### config.mk
export PLATFORM = sky130hd
export DESIGN_NAME = nibble_serial_adder
export DESIGN_NICKNAME = d
export VERILOG_FILES = /design/src/rtl/nibble_pkg.sv /design/src/rtl/nibble_add4.sv /design/src/rtl/nibble_serial_adder.sv
export SDC_FILE = /design/constraint.sdc
export NUM_CORES = 1
export LEC_CHECK = 0
export CELL_PAD_IN_SITES_DETAIL_PLACEMENT = 0
export CELL_PAD_IN_SITES_GLOBAL_PLACEMENT = 1
export CORE_MARGIN = 3
export CORE_UTILIZATION = 41
export CTS_CLUSTER_DIAMETER = 60
export DETAILED_ROUTE_END_ITERATION = 16
export PLACE_DENSITY = 0.81
export SLEW_MARGIN = 20
export SYNTH_ARGS = -nofsm -noshare
export SYNTH_HDL_FRONTEND = slang
export SYNTH_SLANG_ARGS = --single-unit
### constraint.sdc
create_clock -name clk -period 3.6 [get_ports clk]
set_input_delay 0.36 -clock clk [delete_from_list [all_inputs] [get_ports clk]]
set_output_delay 0.36 -clock clk [all_outputs]
set_load 0.1 [all_outputs]
### src/rtl/nibble_pkg.sv
// nibble_pkg: constants and FSM state encoding shared by the nibble-serial
// adder and its per-nibble add stage.
package nibble_pkg;

   localparam int NIBBLE_W      = 4;
   localparam int N_NIBBLES_DEF = 4;

   typedef logic [1:0] state_t;

   localparam state_t ST_IDLE = 2'd0;
   localparam state_t ST_ADD  = 2'd1;
   localparam state_t ST_DONE = 2'd2;

endpackage

### src/rtl/nibble_add4.sv
// nibble_add4: combinational 4-bit ripple-carry adder. The serial adder
// reuses this single instance once per nibble.
module nibble_add4
   import nibble_pkg::*;
(
   input  logic [NIBBLE_W-1:0] a,
   input  logic [NIBBLE_W-1:0] b,
   input  logic                cin,
   output logic [NIBBLE_W-1:0] sum,
   output logic                cout
);

   logic c;

   // Ripple the carry from bit 0 upward, one full adder per bit.
   always_comb begin
      sum = '0;
      c   = cin;
      for (int i = 0; i < NIBBLE_W; i++) begin
         sum[i] = a[i] ^ b[i] ^ c;
         c      = (a[i] & b[i]) | (c & (a[i] ^ b[i]));
      end
      cout = c;
   end

endmodule

### src/rtl/nibble_serial_adder.sv
// nibble_serial_adder: adds two N_NIBBLES*4-bit operands one nibble per
// clock, LSB nibble first, using a single shared 4-bit adder.
// Optional feature: define NIBBLE_SERIAL_ADDER_OVF_EN to add a signed
// overflow output, loaded in DONE and cleared by reset and accepted start.
module nibble_serial_adder
   import nibble_pkg::*;
#(
   parameter int N_NIBBLES = N_NIBBLES_DEF
)
(
   input  logic                          clk,
   input  logic                          rst,
   input  logic                          start,
   input  logic [NIBBLE_W*N_NIBBLES-1:0] a,
   input  logic [NIBBLE_W*N_NIBBLES-1:0] b,
   input  logic                          carry_in,
   output logic                          busy,
   output logic                          done,
   output logic [NIBBLE_W*N_NIBBLES-1:0] sum,
   output logic                          carry_out
`ifdef NIBBLE_SERIAL_ADDER_OVF_EN
   ,
   output logic                          overflow
`endif
);

   localparam int W     = NIBBLE_W * N_NIBBLES;
   localparam int IDX_W = $clog2(N_NIBBLES);

   state_t                state_q;
   logic [IDX_W-1:0]      idx_q;
   logic                  carry_q;
   logic [W-1:0]          a_q;
   logic [W-1:0]          b_q;
   logic [NIBBLE_W-1:0]   a_nib;
   logic [NIBBLE_W-1:0]   b_nib;
   logic [NIBBLE_W-1:0]   nib_sum;
   logic                  nib_cout;
   logic                  last_nib;

   // Pick the current nibble of each captured operand for the shared adder.
   always_comb begin
      a_nib    = a_q[idx_q*NIBBLE_W +: NIBBLE_W];
      b_nib    = b_q[idx_q*NIBBLE_W +: NIBBLE_W];
      last_nib = (idx_q == IDX_W'(N_NIBBLES - 1));
   end

   nibble_add4 u_add (
      .a    (a_nib),
      .b    (b_nib),
      .cin  (carry_q),
      .sum  (nib_sum),
      .cout (nib_cout)
   );

   // Status outputs decode directly from the state register.
   always_comb begin
      busy = (state_q != ST_IDLE);
      done = (state_q == ST_DONE);
   end

   // Sequencer: capture operands on start, add one nibble per ADD cycle,
   // publish the final carry, then spend one cycle in DONE.
   always_ff @(posedge clk or posedge rst) begin
      if (rst) begin
         state_q   <= ST_IDLE;
         idx_q     <= '0;
         carry_q   <= 1'b0;
         a_q       <= '0;
         b_q       <= '0;
         sum       <= '0;
         carry_out <= 1'b0;
      end else begin
         case (state_q)
            ST_IDLE: begin
               if (start) begin
                  a_q       <= a;
                  b_q       <= b;
                  carry_q   <= carry_in;
                  sum       <= '0;
                  carry_out <= 1'b0;
                  idx_q     <= '0;
                  state_q   <= ST_ADD;
               end
            end
            ST_ADD: begin
               sum[idx_q*NIBBLE_W +: NIBBLE_W] <= nib_sum;
               carry_q <= nib_cout;
               idx_q   <= idx_q + 1'b1;
               if (last_nib) begin
                  carry_out <= nib_cout;
                  state_q   <= ST_DONE;
               end
            end
            ST_DONE: begin
               state_q <= ST_IDLE;
            end
            default: begin
               state_q <= ST_IDLE;
            end
         endcase
      end
   end

`ifdef NIBBLE_SERIAL_ADDER_OVF_EN
   // Signed overflow: like-signed operands whose final sum flips sign.
   always_ff @(posedge clk or posedge rst) begin
      if (rst) begin
         overflow <= 1'b0;
      end else if (state_q == ST_IDLE && start) begin
         overflow <= 1'b0;
      end else if (state_q == ST_DONE) begin
         overflow <= (a_q[W-1] == b_q[W-1]) && (sum[W-1] != a_q[W-1]);
      end
   end
`endif

endmodule

# --- Word level (Yosys, flattened, before mapping) ---
# Index checks and enable logic that the tools add are counted.
totals:
  ff_bits: 54
  inputBits: 36
  out_inout_bits: 19
  word_cells: 58
classes:
  add_sub_neg: 2
  n_eq_ne: 5
  shifts: 4
  muxes: 13
  bitwise_logic: 20
  reduce_logical: 7
ops:
  columns: ["cell", "count"]
  rows:
  - ["$neg 4->34", 1]
  - ["$shift 4x34->16 const A", 1]
  - ["$shiftx 4x34->16", 1]
  - ["$pmux 16 s2", 1]
  - ["$shiftx 16x5->4", 2]
  - ["$bwmux 16", 1]
  - ["$mux 16", 1]
  - ["$and 1x1->1", 8]
  - ["$pmux 2 s2", 2]
  - ["$xor 1x1->1", 8]
  - ["$mux 2", 3]
  - ["$reduce_and 2->1", 3]
  - ["$eq 2x2->1 const B", 2]
  - ["$ne 2x2->1 const B", 2]
  - ["$or 1x1->1", 4]
  - ["$pmux 1 s2", 2]
  - ["$reduce_bool 2->1", 2]
  - ["$mux 1", 3]
  - ["$reduce_and 3->1", 1]
  - ["$add 2x1->2 const B", 1]
  - ["$eq 2x1->1 const B", 1]
  - ["$logic_not 2->1", 1]

# --- Depth between registers and ports, before layout ---
# Gate-level depths: netlist of run 1.
depth:
  word_depth: 12
  ltp_mapped: 13
  ltp_nobuf: 11

# --- Cells and area by module ---
# Synthesis of run 1 repeated with hierarchy kept, for this count alone.
hier_totals:
  hier_cells: 174
  hier_area_um2: 2512.4
modules_own_cells:
  columns: ["mod", "n_inst", "cells_each", "area_per_inst_um2", "seq_area_each_um2"]
  rows:
  - ["nibble_serial_adder", 1, 160, 2394.8, 1351.3]
  - ["nibble_add4", 1, 14, 117.6, 0.0]

# --- Worst setup path after synthesis of run 1 ---
# Ideal clock, no wire load.
synth_path:
  kind: "reg2reg"
  from: "register idx_q[0]"
  to: "register sum[3]"
  setup_time_ns: 0.123
  t_arrival_ns: 2.632
  t_required_ns: 3.477
  setup_slack_ns: 0.845
  path_stages_with_launch: 13
  path_buffers: 2
  synth_period_minus_slack_ns: 2.755
  cell_sequence: "dfrtp_1 buf_2 buf_6 mux4_2 inv_1 fa_1 inv_1 fa_1 inv_1 fa_1 inv_1 fa_1 a22o_1"
synth_between:
  elab_chain_len: 12
  elab_cells_between_ends: 24
  classes_between: "add/sub (1); shift (4); mux (2); bitwise (17)"
synth_lines:
  columns: ["element", "line", "rtl"]
  rows:
  - ["from (decl)", "nibble_serial_adder.sv:31", "logic [IDX_W-1:0] idx_q;"]
  - ["from (signal assigned)", "nibble_serial_adder.sv:89", "idx_q <= idx_q + 1'b1;"]
  - ["$shiftx 16x5->4 (on tied branches)", "nibble_serial_adder.sv:43, nibble_serial_adder.sv:44", null]
  - ["$xor 1x1->1", "nibble_add4.sv:20, nibble_add4.sv:21", null]
  - ["$and 1x1->1", "nibble_add4.sv:21", "c = (a[i] & b[i]) | (c & (a[i] ^ b[i]));"]
  - ["$or 1x1->1", "nibble_add4.sv:21", null]
  - ["$and 1x1->1", "nibble_add4.sv:21", null]
  - ["$or 1x1->1", "nibble_add4.sv:21", null]
  - ["$and 1x1->1", "nibble_add4.sv:21", null]
  - ["$or 1x1->1", "nibble_add4.sv:21", null]
  - ["$xor 1x1->1", "nibble_add4.sv:20", "sum[i] = a[i] ^ b[i] ^ c;"]
  - ["$shiftx 4x34->16", "nibble_serial_adder.sv:87", "sum[idx_q*NIBBLE_W +: NIBBLE_W] <= nib_sum;"]
  - ["$bwmux 16 (*)", "nibble_serial_adder.sv:87", null]
  - ["$pmux 16 s2 (*)", "nibble_serial_adder.sv:74", "case (state_q)"]
  - ["to (signal, indexed assignment)", "nibble_serial_adder.sv:87", null]
  - ["to (decl)", "nibble_serial_adder.sv:19", "output logic [NIBBLE_W*N_NIBBLES-1:0] sum,"]
# Mark *: on every way between the ends. The rest lies on a longest branch, timed or not.
# A chain may end at the register's enable or synchronous reset.

# --- Final worst setup path of run 1 ---
layout_path:
  from: "register idx_q[1]"
  to: "register sum[3]"
# Same word-level chain as after synthesis.

==> flow_summary.yaml, run 1 <==
outcome:
  status: "finished clean"
timing:
  worst_slack_ns: 0.574
  fin_skew_ns: 0.00979
  hold_viol_final: 0
  finalSetupViolCount: 0
  fmax_mhz: 330
  tightest_slew_ns: 0.972
  post-route-period-util_pct: 84.1
  period_needed_ns: 3.03
  slew_viol_final: 0
  final.setup.tns_ns: 0
  rsz0062_at_grt: "no"
  slew_headroom_pct: 35.0
layout:
  seqCellArea_um2: 1350
  final_core_util_pct: 54.1
  final_layout_size_suffix_gt1_share_pct: 10.0
  nets: 273
  area_growth_syn_to_layout_pct: 27.0
  diodes: 0
  multiInputGateArea_um2: 1070
  fillers: 532
  final_cell_mix: "dfrtp_1 (54), clkdlybuf4s50_1 (54), mux2_1 (30)"
drt:
  totalWireLength_um: 4900
  drt_iter0_drc: 57
  via_per_inst: 5.18
  firstDrtPassIters: 4
  wl_per_cell_um: 16.1
  ant_nets: 0
  vias: 1579
  drc_errors: 0
yosys:
  syn_inst: 175
  synth-edff-count: 0
  synthFlopType: "dfrtp_1"
  ys_warn_count: 0
  async_reset_ff_share_pct: 100
  synth_area_leader_cell: "dfrtp_1"
  syn_avg_cell_area_um2: 14.5
  ys_seq_area_share_pct: 53.3
  syn_nets: 219
  netlist_area_um2: 2540
  synth.area.top_cells: "dfrtp_1 (53%), mux2_1 (13%), mux4_2 (7.1%)"
  yosys.area.top_type_share_pct: 53.3
  ys_seq_elements: 54
  ys_types: 32
critical_path:
  crit_chain: "mux4_2 -> inv_1 -> fa_1 -> inv_1 -> fa_1 -> inv_1 -> fa_1 -> inv_1 -> fa_1 -> a22o_1"
  path_class: "reg -> reg"
  cp.arrival_ns: 3.24
  cp.required_ns: 3.81
  cp_top_family: "adder cells"
  critPathMaxFanout: 12
  critPathBufInv: 4
  cp-end-kind: "flop"
  slowest_stage: "dfrtp_1"
  critPathMaxStageDelay_ns: 0.69
  cp-start-kind: "flop"
global_routing:
  grt_overflow: 0
  grt_pass1_vias: 1705
  grt_use_total_pct: 14.8
  grt_max_degree: 55
  antenna_found_initial: 0
  grt_pass1_wl_um: 8430
clock_network:
  path_clk_slew_ns: 0.10
  holdBufCountCts: 0
  root_buffer: "clkbuf_8"
  cts-buffers-inserted: 5
  clk_latency_ns: 0.31
  cts_tree: "built"
  post-cts-setup-buffers: 0
  clk_path_buf_depth: 2
  cts-htree-levels: 2
  post_cts_resized: 0
  cts_num_sinks: 54
die:
  start_util_pct: 42.6
  row_count: 28
  fp.dieW_um: 84.7
  core-area_um2: 5960
  boundaryPins: 55
  die_area_um2: 7170
  die_y_um: 84.7
placed_design:
  place_congestion: 0.781
  hpwl_um: 3620
  port_buffers: 54
  pre_cts_ws_ns: 0.579
flow_run:
  maxCapViolCount: 0
hold_path:
  hp-class: "reg -> reg"
## cells in the mapped netlist (all sizes together) (2+ instances only)
library cell and n:
and4 2, and3b 2, nor2b 3, o2bb2ai 8
dfrtp 54, ha 4, fa 4, nand2b 2
inv 13, nor2 2, nand4 2, mux2 32
a22o 9, a21o 5, nand2 6, buf 8
a21oi 2, mux4 8
## flip-flops by register name (all words and copies together) (netlist names)
name,flops
idx_q,2
carry_q,1
b_q,16
a_q,16
carry_out,1
state_q,2
sum,16
## kinds of logic after synthesis
kind of cell	synth area share (%)
AOI/OAI and AO/OA	8.24
buffers and inverters	4.49
DFF	53.3
and+or+nand+nor	7.15
adders and majority gates	5.13
muxes	21.7
## metal layers
layer / share of wire, % / GRT usage, % / wire (um) / vias to the layer above
met1: 46 / 20.6 / 2260 / 798
met3: 5.0 / 3.83 / 245 / 6
li1: - / - / - / 734
met2: 48 / 23.3 / 2340 / 41
met4: 1.2 / 3.88 / 57 / 0
met5: 0 / 0 / 0 / -
## final timing paths
check | slack (ns) | depth (start not counted) | to | startpoint
max | 0.57 | 10 | sum[3]$_DFFE_PP0P_ | idx_q[1]$_DFFE_PP0P_
min | 0.49 | 1 | a_q[11]$_DFFE_PP0P_ | a_q[11]$_DFFE_PP0P_
max reg2reg | 0.57 | 10 | sum[3]$_DFFE_PP0P_ | idx_q[1]$_DFFE_PP0P_
min reg2reg | 0.49 | 1 | a_q[11]$_DFFE_PP0P_ | a_q[11]$_DFFE_PP0P_
max in group asynchronous | 2.53 | 2 | b_q[4]$_DFFE_PP0P_ | rst
min in group asynchronous | 0.54 | 2 | carry_q$_DFFE_PP0P_ | rst
## stage by stage
step           hold slack [ns]  cells  cell area [um2]
2_1_floorplan            0.450    175             2540
3_3_place_gp             0.463    297             3110
3_5_place_dp             0.472    297             3110
4_1_cts                  0.493    305             3220
5_1_grt                  0.511    305             3220
6_report                 0.487    305             3220
## cell type report
class | instances | share of cell area [%]
Timing Repair Buffer | 55 | 17.0
Inverter | 13 | 1.55
Clock buffer | 7 | 2.37
Multi-Input combinational cell | 100 | 33.3
Tap cell | 75 | 2.91
Clock inverter | 1 | 0.932
Sequential cell | 54 | 42.0
Power of run 1 is not shown: default switching activity piles up to over one toggle a cycle in this logic, so the estimate is an artifact.
==> inputs of run 2 (changes only) <==
Settings changed: CORE_UTILIZATION 41 to 37, PLACE_DENSITY 0.81 to 0.78.
Clock period 3.6 ns to 2.4 ns, I/O delays scaled along.
==> run 2 against run 1 <==
Against the previous run:
- the run now ends with setup timing left
- global-route usage decreased by 1.1 points
- design area grew 2.1%
- first-iteration DRC count decreased by 1.8%
- cell count grew 3.0%
- clock-buffer cell count unchanged
- sequential share of layout area shrank 0.85 points
- core utilization fell by 3.5 points
==> flow_summary.yaml, run 2 (same netlist as run 1, synthesis figures left out) <==
critical_path:
  path_class: "reg -> reg"
  r2r_start: "idx_q[0]$_DFFE_PP0P_"
  cp-start-kind: "flop"
  cp.required_ns: 2.61
  cp-end-kind: "flop"
  critPathMaxFanout: 4
  startpoint: "idx_q[0]$_DFFE_PP0P_"
  cp.arrival_ns: 2.81
timing:
  slew_headroom_pct: 63.7
  post-route-period-util_pct: 109
  slew_viol_final: 0
  fmax_mhz: 384
  worst_slack_ns: -0.206
  rsz0062_at_grt: "yes"
  tightest_slew_ns: 0.545
  fin_skew_ns: 0.0130
  hold_viol_final: 0
  finalSetupViolCount: 6
  period_needed_ns: 2.61
clock_network:
  holdBufCountCts: 0
  clk_latency_ns: 0.31
  path_clk_slew_ns: 0.10
  root_buffer: "clkbuf_8"
  cts_tree: "built"
  clk_path_buf_depth: 2
  cts-buffers-inserted: 5
  cts-htree-levels: 2
  cts_num_sinks: 54
drt:
  vias: 1602
  drt_iter0_drc: 56
  firstDrtPassIters: 4
  wl_per_cell_um: 15.8
  ant_nets: 0
  drc_errors: 0
  totalWireLength_um: 4970
  via_per_inst: 5.10
die:
  row_count: 29
  die_y_um: 88.8
  die_area_um2: 7880
  fp.dieW_um: 88.8
  boundaryPins: 55
  start_util_pct: 39.0
  core-area_um2: 6490
placed_design:
  place_congestion: 0.818
  port_buffers: 54
  hpwl_um: 3780
global_routing:
  grt.met2_usage_pct: 22.3
  top_usage_layer: "met2"
  gr-usage-met1_pct: 18.7
  grt_pass1_vias: 1681
  antenna_found_initial: 0
  grt_max_degree: 55
  grt_overflow: 0
  grt_pass1_wl_um: 8230
  grt_use_total_pct: 13.7
  use_met3_pct: 3.17
layout:
  final_core_util_pct: 50.6
  final_layout_size_suffix_gt1_share_pct: 27.4
  nets: 280
  layout_commonest_cell: "dfrtp_1"
  seqCellArea_um2: 1350
  area_growth_syn_to_layout_pct: 29.6
  multiInputGateArea_um2: 1110
  final_cell_mix: "dfrtp_1 (54), clkdlybuf4s50_1 (35), mux2_1 (30)"
  fillers: 571
  biggestRegsByFlops: "a_q: 16 flops, b_q: 16 flops, sum: 16 flops"
  diodes: 0
outcome:
  failed_checks: "setup timing"
  status: "complete, but fails checks"
flow_run:
  maxCapViolCount: 0
hold_path:
  hp-class: "in -> async"
run 2: cell count changes in the layout (fill, tap and decap cells not counted), sizes merged:
cell,before,now
buf,1,27
clkdlybuf4s50,54,35
bufinv,1,0
inv,12,13
run 2: cell type report:
| class | instances | share of cell area [%] |
|---|---|---|
| flip-flops and latches | 54 | 41.1 |
| multi-input cells | 100 | 33.8 |
| inverters | 13 | 1.48 |
| repair buffers | 62 | 17.4 |
| clock inverters | 1 | 0.266 |
| clock buffers | 7 | 2.93 |
| well taps | 77 | 2.93 |
run 2: path summary, 6_finish.rpt:
| check | to | slack, ns | cells past startpoint |
|---|---|---|---|
| setup reg to reg | sum[3]$_DFFE_PP0P_ | -0.21 | 10 |
| hold / removal | sum[0]$_DFFE_PP0P_ | 0.30 | 3 |
| min in group clk | a_q[4]$_DFFE_PP0P_ | 0.49 | 1 |
| hold reg to reg | a_q[4]$_DFFE_PP0P_ | 0.49 | 1 |
| setup / recovery | sum[3]$_DFFE_PP0P_ | -0.21 | 10 |
| max in group asynchronous | b_q[14]$_DFFE_PP0P_ | 1.86 | 3 |
run 2: layer usage:
metal | part of all wire [%] | up-vias
li1 | - | 754
met1 | 46 | 796
met2 | 48 | 43
met3 | 4.8 | 9
met4 | 1.1 | 0
met5 | 0 | -
run 2: metrics by stage:
stage               hold slack [ns]  instances  TNS [ns]  setup WS [ns]  cell area, um2
floorplan                     0.375        175     -1.26         -0.290            2560
global placement              0.462        306    -0.900         -0.233            3150
detailed placement            0.472        306     -1.17         -0.285            3150
CTS                           0.304        314     -1.12         -0.228            3260
global route                  0.327        314     -1.80         -0.326            3290
finish                        0.300        314    -0.967         -0.206            3290
run 2: repair_timing:
action / in CTS / in global routing
hold endpoints to repair: 0 / 0
pin swaps: 3 / 1
resized for setup: 2 / 5
setup buffers: 0 / 0
setup endpoints to repair: 6 / 10
run 2: worst max-delay path, stage by stage (launching register included):
cell and delay, ns:
dfrtp_1 0.40, mux4_2 0.53, inv_2 0.08, fa_2 0.19, inv_2 0.04, fa_2 0.32
inv_2 0.06, fa_2 0.18, inv_2 0.04, fa_2 0.46, a22o_1 0.22
Power of run 2 is left out for the same reason.
